### config.mk
export PLATFORM = sky130hd
export DESIGN_NAME = pulse_trigger_sequencer_flat
export DESIGN_NICKNAME = d
export VERILOG_FILES = /design/src/rtl/mucosmic_pkg.sv /design/src/rtl/pulse_trigger_sequencer_if.sv /design/src/rtl/evt_slot.sv /design/src/rtl/pulse_trigger_sequencer.sv /design/src/flat_wrapper.sv
export SDC_FILE = /design/constraint.sdc
export NUM_CORES = 1
export LEC_CHECK = 0
export ABC_AREA = 1
export ABC_CLOCK_PERIOD_IN_PS = 19700
export CORE_MARGIN = 4
export CORE_UTILIZATION = 49
export CTS_CLUSTER_SIZE = 10
export DETAILED_ROUTE_END_ITERATION = 7
export PLACE_DENSITY_LB_ADDON = 0.25
export SLEW_MARGIN = 20
export SYNTH_ARGS = -nofsm -noshare
export SYNTH_HDL_FRONTEND = slang
export SYNTH_SLANG_ARGS = --single-unit
### constraint.sdc
create_clock -name clk -period 19.7 [get_ports clk]
set_input_delay 2.955 -clock clk [delete_from_list [all_inputs] [get_ports clk]]
set_output_delay 2.955 -clock clk [all_outputs]
set_load 0.02 [all_outputs]
### src/rtl/mucosmic_pkg.sv
// Shared definitions for the pulse trigger sequencer.
//   state_e    : sequencer state encoding, also driven out on state_o
//   evt_meta_t : event payload fields whose width does not depend on DATA_W
//   sat_inc    : saturating increment for the dropped-event counter
package mucosmic_pkg;
   localparam int TS_W    = 32;
   localparam int WIDTH_W = 16;
   localparam int DROP_W  = 16;
   localparam int STATE_W = 3;

   typedef enum logic [STATE_W-1:0] {
      S_IDLE    = 3'd0,
      S_SETTLE  = 3'd1,
      S_ARMED   = 3'd2,
      S_PULSE   = 3'd3,
      S_HOLDOFF = 3'd4
   } state_e;

   typedef struct packed {
      logic [TS_W-1:0]    ts;
      logic [WIDTH_W-1:0] width;
      logic               trunc;
   } evt_meta_t;

   function automatic logic [DROP_W-1:0] sat_inc(input logic [DROP_W-1:0] v);
      return (v == '1) ? v : v + DROP_W'(1);
   endfunction
endpackage

### src/rtl/pulse_trigger_sequencer_if.sv
// Event output bus of the pulse trigger sequencer.
//   master : event source (evt_valid + payload out, evt_ready in)
//   slave  : event consumer
interface pulse_trigger_sequencer_if
   import mucosmic_pkg::*;
#(
   parameter int DATA_W = 14
);
   logic                     evt_valid;
   logic                     evt_ready;
   logic [TS_W-1:0]          evt_ts;
   logic signed [DATA_W-1:0] evt_peak;
   logic [WIDTH_W-1:0]       evt_width;
   logic                     evt_trunc;

   modport master (output evt_valid, evt_ts, evt_peak, evt_width, evt_trunc,
                   input  evt_ready);
   modport slave  (input  evt_valid, evt_ts, evt_peak, evt_width, evt_trunc,
                   output evt_ready);
endinterface

### src/rtl/evt_slot.sv
// Single-entry output event register with valid/ready handshake.
//   post_i/peak_i/meta_i : new event offered this cycle
//   ready_i              : consumer accepts the held event
//   valid_o/peak_o/meta_o: held event, stable until accepted
//   drop_cnt_o           : saturating count of events lost to a full slot
module evt_slot
   import mucosmic_pkg::*;
#(
   parameter int DATA_W = 14
) (
   input  logic                     clk,
   input  logic                     rst,
   input  logic                     post_i,
   input  logic signed [DATA_W-1:0] peak_i,
   input  evt_meta_t                meta_i,
   input  logic                     ready_i,
   output logic                     valid_o,
   output logic signed [DATA_W-1:0] peak_o,
   output evt_meta_t                meta_o,
   output logic [DROP_W-1:0]        drop_cnt_o
);
   logic                     valid_q;
   logic signed [DATA_W-1:0] peak_q;
   evt_meta_t                meta_q;
   logic [DROP_W-1:0]        drop_q;
   logic                     accept;

   assign accept = valid_q & ready_i;

   always_ff @(posedge clk or posedge rst) begin
      if (rst) begin
         valid_q <= 1'b0;
         peak_q  <= '0;
         meta_q  <= '0;
         drop_q  <= '0;
      end else if (post_i && (!valid_q || accept)) begin
         // slot empty or being drained this very cycle: take the new event
         valid_q <= 1'b1;
         peak_q  <= peak_i;
         meta_q  <= meta_i;
      end else begin
         if (post_i) drop_q <= sat_inc(drop_q);
         if (accept) valid_q <= 1'b0;
      end
   end

   assign valid_o    = valid_q;
   assign peak_o     = peak_q;
   assign meta_o     = meta_q;
   assign drop_cnt_o = drop_q;
endmodule

### src/rtl/pulse_trigger_sequencer.sv
// Pulse trigger sequencer: settles the baseline filter after enable, then
// triggers on filtered samples crossing thr_rise, tracks peak/width until the
// sample falls below thr_fall (or width hits MAX_W), and posts one event per
// pulse into a single-entry output slot, followed by a holdoff dead time.
//   clk, rst             : clock, async active-high reset
//   enable, sample_valid : acquisition enable, new sample strobe
//   filt_in              : baseline-removed signed sample
//   thr_rise, thr_fall   : signed trigger / release thresholds
//   filt_rst             : holds baseline filter in reset (IDLE)
//   baseline_hold        : freezes baseline estimation (PULSE/HOLDOFF)
//   state_o, drop_cnt    : current state, dropped events
//   evt                  : event bus (master)
module pulse_trigger_sequencer
   import mucosmic_pkg::*;
#(
   parameter int DATA_W    = 14,
   parameter int SETTLE_N  = 1024,
   parameter int HOLDOFF_N = 16,
   parameter int MAX_W     = 4095
) (
   input  logic                     clk,
   input  logic                     rst,
   input  logic                     enable,
   input  logic                     sample_valid,
   input  logic signed [DATA_W-1:0] filt_in,
   input  logic signed [DATA_W-1:0] thr_rise,
   input  logic signed [DATA_W-1:0] thr_fall,
   output logic                     filt_rst,
   output logic                     baseline_hold,
   output logic [STATE_W-1:0]       state_o,
   output logic [DROP_W-1:0]        drop_cnt,
   pulse_trigger_sequencer_if.master evt
);
   state_e                   state_q;
   logic [31:0]              cnt_q;
   logic [TS_W-1:0]          ts_q, ts_cap_q;
   logic signed [DATA_W-1:0] peak_q, peak_d, evt_peak_d;
   logic [WIDTH_W-1:0]       width_q, width_d;
   logic                     filt_rst_q, hold_q;
   logic                     post_d;
   evt_meta_t                meta_d, slot_meta;

   // Pulse close decision for the current sample. A release sample is not
   // part of the pulse, so it reports the already-accumulated peak/width;
   // a truncating sample is included.
   always_comb begin
      peak_d     = (filt_in > peak_q) ? filt_in : peak_q;
      width_d    = width_q + WIDTH_W'(1);
      post_d     = 1'b0;
      evt_peak_d = peak_d;
      meta_d     = '{ts: ts_cap_q, width: width_d, trunc: 1'b0};
      if (enable && state_q == S_PULSE && sample_valid) begin
         if (filt_in < thr_fall) begin
            post_d       = 1'b1;
            evt_peak_d   = peak_q;
            meta_d.width = width_q;
         end else if (width_d == WIDTH_W'(MAX_W)) begin
            post_d       = 1'b1;
            meta_d.trunc = 1'b1;
         end
      end
   end

   always_ff @(posedge clk or posedge rst) begin
      if (rst) begin
         state_q    <= S_IDLE;
         cnt_q      <= '0;
         ts_q       <= '0;
         ts_cap_q   <= '0;
         peak_q     <= '0;
         width_q    <= '0;
         filt_rst_q <= 1'b1;
         hold_q     <= 1'b0;
      end else begin
         // timestamp runs from SETTLE entry; cleared while idle
         if (state_q == S_IDLE) ts_q <= '0;
         else if (enable)       ts_q <= ts_q + TS_W'(1);

         if (!enable) begin
            // an open pulse is silently abandoned here
            state_q    <= S_IDLE;
            cnt_q      <= '0;
            filt_rst_q <= 1'b1;
            hold_q     <= 1'b0;
         end else begin
            case (state_q)
               S_IDLE: begin
                  state_q    <= S_SETTLE;
                  cnt_q      <= '0;
                  filt_rst_q <= 1'b0;
               end
               S_SETTLE: if (sample_valid) begin
                  if (cnt_q == 32'(SETTLE_N - 1)) begin
                     state_q <= S_ARMED;
                     cnt_q   <= '0;
                  end else cnt_q <= cnt_q + 32'd1;
               end
               S_ARMED: if (sample_valid && filt_in >= thr_rise) begin
                  state_q  <= S_PULSE;
                  hold_q   <= 1'b1;
                  peak_q   <= filt_in;
                  width_q  <= WIDTH_W'(1);
                  ts_cap_q <= ts_q;
               end
               S_PULSE: if (sample_valid) begin
                  if (post_d) begin
                     state_q <= S_HOLDOFF;
                     cnt_q   <= '0;
                  end else begin
                     peak_q  <= peak_d;
                     width_q <= width_d;
                  end
               end
               S_HOLDOFF: if (sample_valid) begin
                  if (cnt_q == 32'(HOLDOFF_N - 1)) begin
                     state_q <= S_ARMED;
                     cnt_q   <= '0;
                     hold_q  <= 1'b0;
                  end else cnt_q <= cnt_q + 32'd1;
               end
               default: begin
                  state_q    <= S_IDLE;
                  filt_rst_q <= 1'b1;
                  hold_q     <= 1'b0;
               end
            endcase
         end
      end
   end

   evt_slot #(.DATA_W(DATA_W)) u_slot (
      .clk        (clk),
      .rst        (rst),
      .post_i     (post_d),
      .peak_i     (evt_peak_d),
      .meta_i     (meta_d),
      .ready_i    (evt.evt_ready),
      .valid_o    (evt.evt_valid),
      .peak_o     (evt.evt_peak),
      .meta_o     (slot_meta),
      .drop_cnt_o (drop_cnt)
   );

   assign evt.evt_ts    = slot_meta.ts;
   assign evt.evt_width = slot_meta.width;
   assign evt.evt_trunc = slot_meta.trunc;

   assign filt_rst      = filt_rst_q;
   assign baseline_hold = hold_q;
   assign state_o       = state_q;
endmodule

### src/flat_wrapper.sv
// flat-port wrapper written by rule: the top's interface ports become plain ports
module pulse_trigger_sequencer_flat import mucosmic_pkg::*;
#(
   parameter int DATA_W    = 14,
   parameter int SETTLE_N  = 1024,
   parameter int HOLDOFF_N = 16,
   parameter int MAX_W     = 4095
)
  (clk, rst, enable, sample_valid, filt_in, thr_rise, thr_fall, filt_rst, baseline_hold, state_o, drop_cnt, evt_evt_valid, evt_evt_ts, evt_evt_peak, evt_evt_width, evt_evt_trunc, evt_evt_ready);
  pulse_trigger_sequencer_if #(.DATA_W(DATA_W)) evt_i ();
  input  logic clk;
  input  logic rst;
  input  logic enable;
  input  logic sample_valid;
  input  logic signed [DATA_W-1:0] filt_in;
  input  logic signed [DATA_W-1:0] thr_rise;
  input  logic signed [DATA_W-1:0] thr_fall;
  output logic filt_rst;
  output logic baseline_hold;
  output logic [STATE_W-1:0] state_o;
  output logic [DROP_W-1:0] drop_cnt;
  output wire logic [$bits(evt_i.evt_valid)-1:0] evt_evt_valid;
  output wire logic [$bits(evt_i.evt_ts)-1:0] evt_evt_ts;
  output wire logic [$bits(evt_i.evt_peak)-1:0] evt_evt_peak;
  output wire logic [$bits(evt_i.evt_width)-1:0] evt_evt_width;
  output wire logic [$bits(evt_i.evt_trunc)-1:0] evt_evt_trunc;
  input wire logic [$bits(evt_i.evt_ready)-1:0] evt_evt_ready;
  assign evt_evt_valid = evt_i.evt_valid;
  assign evt_evt_ts = evt_i.evt_ts;
  assign evt_evt_peak = evt_i.evt_peak;
  assign evt_evt_width = evt_i.evt_width;
  assign evt_evt_trunc = evt_i.evt_trunc;
  assign evt_i.evt_ready = evt_evt_ready;
  pulse_trigger_sequencer #(.DATA_W(DATA_W), .SETTLE_N(SETTLE_N), .HOLDOFF_N(HOLDOFF_N), .MAX_W(MAX_W)) u_core (.clk(clk), .rst(rst), .enable(enable), .sample_valid(sample_valid), .filt_in(filt_in), .thr_rise(thr_rise), .thr_fall(thr_fall), .filt_rst(filt_rst), .baseline_hold(baseline_hold), .state_o(state_o), .drop_cnt(drop_cnt), .evt(evt_i));
endmodule
Word level (Yosys, flattened, before mapping):

Index checks and enable logic that the tools add are counted.

* input port bits: 47
* register bits: 211
* output and inout bits: 85
* word-level logic and storage cells: 108

* mux-type cells: 45
* $lt $le $gt $ge: 3
* equality and inequality tests: 21
* bitwise gates (word level): 3
* $add $sub $neg: 4
* reduce and logical (&&, ||, !) cells: 18

Operators with widths (number)
* $mux W32: 9
* $pmux W32 S4: 1
* $mux W14: 6
* $add A32 B1 Y32 const B: 2
* $mux W16: 4
* $add A16 B1 Y16 const B: 2
* $eq A32 B10 Y1 const B: 1
* $eq A32 B4 Y1 const B: 1
* $pmux W16 S2: 1
* $pmux W14 S2: 1
* $mux W3: 8
* $mux W17: 1
* $eq A16 B12 Y1 const B: 1
* $eq A16 B16 Y1 const B: 1
* $pmux W3 S5: 1
* $ge A14 B14 Y1: 1
* $gt A14 B14 Y1: 1
* $lt A14 B14 Y1: 1
* $ne A3 B3 Y1 const B: 4
* $mux W1: 11
* $reduce_and A5 Y1: 2
* $ne A3 B2 Y1 const B: 3
* $ne A2 B2 Y1 const B: 4
* $reduce_and A7 Y1: 1
* 18 further kinds: 26

Logic depth before layout (Yosys ltp):

* word-level depth: 9
* depth in mapped cells: 18
* depth with buffers taken out: 17

Modules after synthesis:

Synthesis repeated with hierarchy kept, for this count alone.

* cell total of the unflattened synthesis: 1806
* area, all modules: 12848.6 um^2

Modules (own cells, without submodules)
* pulse_trigger_sequencer: instances 1, sequential area each 3279.4 um^2, cells an instance 1381, area an instance 9445.3 um^2
* evt_slot: instances 1, sequential area each 2001.9 um^2, cells an instance 425, area an instance 3403.3 um^2

Worst setup path after synthesis:

Ideal clock, no wire load.

* path type: input -> register
* start point: input filt_in[13]
* end point: register u_core.peak_q[0]
* setup slack: 14.996 ns
* arrival time: 4.588 ns
* setup time: 0.117 ns
* path buffers: 2
* data required time: 19.583 ns
* cell stages on the path: 16
* cells stage by stage: ha_1 > nand2_1 > nor2_1 > inv_1 > nor2_1 > nand2_1 > nand2_1 > nand2_1 > nand2_1 > buf_2 > buf_1 > nand3_1 > nand3_1 > nand2_1 > nand2_1 > nand2_1

* longest elaborated chain between the ends: 5
* elaborated cells on any way between the ends: 13
* classes of those cells: order compare: 3; eq/ne: 2; mux: 6; reduce/logical: 2

Ends and longest elaborated chain
* from (decl): RTL line flat_wrapper.sv:15 `input logic signed [DATA_W-1:0] filt_in;`
* $lt A14 B14 Y1 or $gt A14 B14 Y1 (tied branches): RTL line pulse_trigger_sequencer.sv:53, pulse_trigger_sequencer.sv:47
* $mux W1 or $mux W14 (tied branches): RTL line pulse_trigger_sequencer.sv:53, pulse_trigger_sequencer.sv:47
* $mux W1 or $mux W14 (tied branches): RTL line pulse_trigger_sequencer.sv:52, pulse_trigger_sequencer.sv:106
* $ne A2 B2 Y1 (no source line) or $mux W14 (tied branches)
* $reduce_and A5 Y1 (no source line) or $pmux W14 S2 (tied branches)
* to (signal assigned): RTL line pulse_trigger_sequencer.sv:101 `peak_q <= filt_in;`
* to (signal assigned): RTL line pulse_trigger_sequencer.sv:110 `peak_q <= peak_d;`
* to (decl): RTL line pulse_trigger_sequencer.sv:37 `logic signed [DATA_W-1:0] peak_q, peak_d, evt_peak_d;`

Parallel ways exist; a longest one is shown, timed or not. The select of a mux whose other input is x is not followed.
A chain may end at the register's enable or synchronous reset.

Final worst setup path:

* start point: input filt_in[13]
* end point: register u_core.u_slot.peak_q[13], in the netlist u_core.u_slot.peak_o[13]

* longest elaborated chain between the ends: 4
* elaborated cells on any way between the ends: 8
* classes of those cells: order compare: 2; mux: 5; reduce/logical: 1

Ends and longest elaborated chain
* $gt A14 B14 Y1 or $lt A14 B14 Y1 (tied branches): RTL line pulse_trigger_sequencer.sv:47, pulse_trigger_sequencer.sv:53
* $mux W14 or $mux W1 (tied branches): RTL line pulse_trigger_sequencer.sv:47, pulse_trigger_sequencer.sv:53
* $mux W14 or $mux W1 (tied branches): RTL line pulse_trigger_sequencer.sv:53, pulse_trigger_sequencer.sv:52
* $mux W14 or $logic_and A1 B1 Y1 (tied branches): RTL line pulse_trigger_sequencer.sv:52, evt_slot.sv:36
* to (signal assigned): RTL line evt_slot.sv:39 `peak_q <= peak_i;`
* to (decl): RTL line evt_slot.sv:23 `logic signed [DATA_W-1:0] peak_q;`

Parallel ways exist; a longest one is shown, timed or not.

==> results.tsv <==
stage	metric	value	unit
run_status	status	complete, no violations	
clock_tree	path_clk_slew	50	ps
power_and_ir_drop	p_per_area	91.9	nW/um2
sta	fin_crit_sh	31.5	%
power_and_ir_drop	power	1.42	mW
synth	ys.flop_type	dfrtp_1	
floorplanning	ios	132	
worst_setup_path	r2r_cells	15	
routing	drc_errors	0	
power_and_ir_drop	p_leak	7.46	nW
global_route	grt_usage	24.4	%
routing	postRouteAntennaNets	0	
cells_and_area	area_delta_synth_final	16.7	%
clock_tree	cts_sinks	211	
sta	worst_pin_slew	1030	ps
worst_setup_path	worst-path-max-fanout	29	
worst_setup_path	crit_type	input pin to flip-flop	
worst_setup_path	worstPathRequired	20110	ps
clock_tree	cts_setup_buffers	0	
synth	synth.top_cells.by_area	dfrtp_1 40%, nand2_1 19%, nand3_1 7.8%	
synth	syn_inst	1889	
worst_setup_path	critical-path-top-delay-family	simple AND/OR/NAND/NOR gates	
sta	skew	24.4	ps
sta	rsz0062_at_grt	false	
clock_tree	root_buffer	clkbuf_16	
power_and_ir_drop	pwr-share-clk	30.3	%
synth	synth_area_leader_cell	dfrtp_1	
routing	drtIter0Drc	1230	
floorplanning	die-area	29700	um2
placed_design	numPortBuffers	131	
clock_tree	cts_hold_buf	0	
clock_tree	clockBufferDepth	3	
power_and_ir_drop	p_int	901	uW
synth	yosysWarnings	0	
hold_path	worstHoldEndpoint	u_core.u_slot.meta_o[26]$_DFFE_PP0P_	
power_and_ir_drop	switching_power	520	uW
placed_design	hpwl	25.1	mm
synth	yosysMostFrequentCell	nand2_1	
synth	syn-mean-instance-area	7.01	um2
sta	period_needed	6210	ps
routing	vias	12700	
clock_tree	clkLatencyLatePin	540	ps
synth	yosys_register_bits	211	
sta	finalHoldViolations	0	
worst_setup_path	r2r-end	u_core.u_slot.peak_o[13]$_DFFE_PP0P_	
clock_tree	numCtsBuffers	26	
worst_setup_path	crit_arrival	6630	ps
routing	wl_per_cell	15.7	um
routing	dr.pass1.iters	5	
hold_path	min_from	u_core.u_slot.meta_o[26]$_DFFE_PP0P_	
global_route	grt_max_degree	152	
cells_and_area	nets	2071	
global_route	grt_antenna_before_repair	0	
floorplanning	rows	59	
sta	slew_headroom	30.8	%
cells_and_area	fin_util	58.7	%
floorplanning	start_util	50.3	%
hold_path	worstHoldPathCells	2	
worst_setup_path	cpPeakStageDelay	880	ps
sta	fmax	161	MHz
cells_and_area	antenna_cells	0	
synth	syn_nets	1982	
sta	maxSlewViolCount	0	
synth	synth_top_area_share	39.7	%
worst_setup_path	rrSetupSlack	16060	ps
power_and_ir_drop	peakVddDrop	68.6	uV
worst_setup_path	crit_buf_inv	2	
worst_setup_path	end_kind	flip-flop	
synth	synth_edf_count	0	
global_route	overflow	0	
power_and_ir_drop	p_comb_share	31.1	%
worst_setup_path	critPathLaunchType	input pin	
floorplanning	die_x	172	um
clock_tree	htree_levels	1	
synth	synth_area	13300	um2
clock_tree	tritoncts	done	
synth	ys_types	46	
floorplanning	coreArea	26400	um2
flow_run	max_cap_violations	0	
routing	wirelength	36.5	mm
synth	async_reset_ff_share	100	%
power_and_ir_drop	switching_share	36.6	%
floorplanning	die_y	172	um
synth	synth_common_cells	665 x nand2_1, 210 x dfrtp_1, 206 x nand3_1	
worst_setup_path	worst_r2r_startpoint	u_core.peak_q[13]$_DFFE_PP0P_	
worst_setup_path	critPathSlowestCell	nand2_1	
power_and_ir_drop	p_seq_share	38.6	%
worst_setup_path	crit_chain	clkdlybuf4s50_1 -> ha_1 -> nand2_1 -> nor2_1 -> inv_1 -> nor2_1 -> nand2_1 -> nand2_1 -> nand2_1 -> nand2_1 -> nand2_1 -> nand2_1 -> nand3_1 -> nand4_1 -> nand2_1	
routing	vias_per_cell	5.45	
global_route	first_global_vias	11900	
synth	ys_seq_area_share	39.9	%
worst_setup_path	critPathMostFrequentCell	nand2_1	
sta	final.setup.tns	0	ps
clock_tree	cts_resized	0	
hold_path	hp-class	flip-flop to flip-flop	
sta	setup_viol	0	
placed_design	routabilityCongestion	0.907	
cells_and_area	drive_gt1_share	4.17	%
global_route	grt_pass1_wl	60.2	mm
==> through the flow <==
stage,cells,setup WS [ps],instance area (um2),hold WS [ps]
after global placement,2285,13100,14700,455
after global routing,2327,13130,15500,485
after CTS,2327,13480,15400,472
after detailed placement,2285,12940,14700,458
final,2327,13490,15500,470
after floorplan,1889,10980,13300,454
==> worst max path at each step <==
stage / slack [ps] / cells after the start / startpoint / to
floorplan: 10980 / 1 / rst / u_core.baseline_hold$_DFFE_PP0P_
global placement: 13100 / 14 / filt_in[3] / u_core.cnt_q[25]$_DFFE_PP0P_
detailed placement: 12940 / 14 / filt_in[3] / u_core.cnt_q[18]$_DFFE_PP0P_
CTS: 13480 / 14 / filt_in[3] / u_core.cnt_q[18]$_DFFE_PP0P_
global route: 13130 / 16 / filt_in[13] / u_core.peak_q[0]$_DFFE_PP0P_
finish: 13490 / 15 / filt_in[13] / u_core.u_slot.peak_o[13]$_DFFE_PP0P_
==> final cells by class <==
class                           instances  area, um2
Clock buffer                           38        726
Tap cell                              335        419
Multi-Input combinational cell       1403       6870
Fill cell                            2494      10900
Inverter                              195        746
Clock inverter                          4       31.3
Timing Repair Buffer                  141       1390
Sequential cell                       211       5280
==> worst reg2reg max path, cell delays in order (launching register included) <==
cell and delay [ps]:
dfrtp_1 380, inv_1 90, ha_1 310, nand2_1 70, nor2_1 150, inv_1 50
nor2_1 160, nand2_1 90, nand2_1 70, nand2_1 50, nand2_1 700, nand2_1 880
nand2_1 240, nand3_1 90, nand4_1 100, nand2_1 80
==> flip-flops by register name, summed over array words and instances (netlist names) <==
name / count
u_core.ts_q: 32
u_core.u_slot.drop_cnt_o: 16
u_core.u_slot.peak_o: 14
u_core.state_o: 3
u_core.ts_cap_q: 32
u_core.u_slot.valid_o: 1
u_core.u_slot.meta_o: 49
u_core.width_q: 16
u_core.cnt_q: 32
u_core.peak_q: 14
u_core.filt_rst: 1
u_core.baseline_hold: 1
==> layer usage <==
metal	global-route usage, %	up-vias	wire length, um
met5	0	-	0
met4	5.16	0	714
met3	2.88	57	2260
met2	39.4	397	16600
met1	35.7	5924	16900
li1	-	6295	-
==> cell families after synthesis <==
family                     share of synthesized area [%]
adders and majority gates                           4.34
DFF                                                 39.9
buffers and inverters                               8.44
AOI/OAI and AO/OA                                   6.69
and+or+nand+nor                                     38.3
xor gates and xnor gates                            2.38
==> cells in the final DEF (no fill, tap or decap), types with 12 or more instances in the layout <==
cell             instances
clkbuf_16               26
o21ai_0                 75
nand3b_1                15
nor3_1                  37
nand4_1                 60
dfrtp_1                210
inv_1                  188
clkdlybuf4s50_1        131
nor2_1                 135
nand2_1                664
a21oi_1                 40
o21ai_1                 12
xnor2_1                 13
a211oi_1                13
xor2_1                  23
ha_1                    46
nand3_1                205
==> power groups by stage <==
stage	clock network, mW	logic, mW	registers, mW
detailed placement	0	0.439	0.554
global placement	0	0.432	0.553
global route	0.457	0.495	0.555
floorplan	0	0.253	0.578
CTS	0.442	0.441	0.547
finish	0.431	0.442	0.548
No activity file was read; power rests on OpenSTA's default activity.
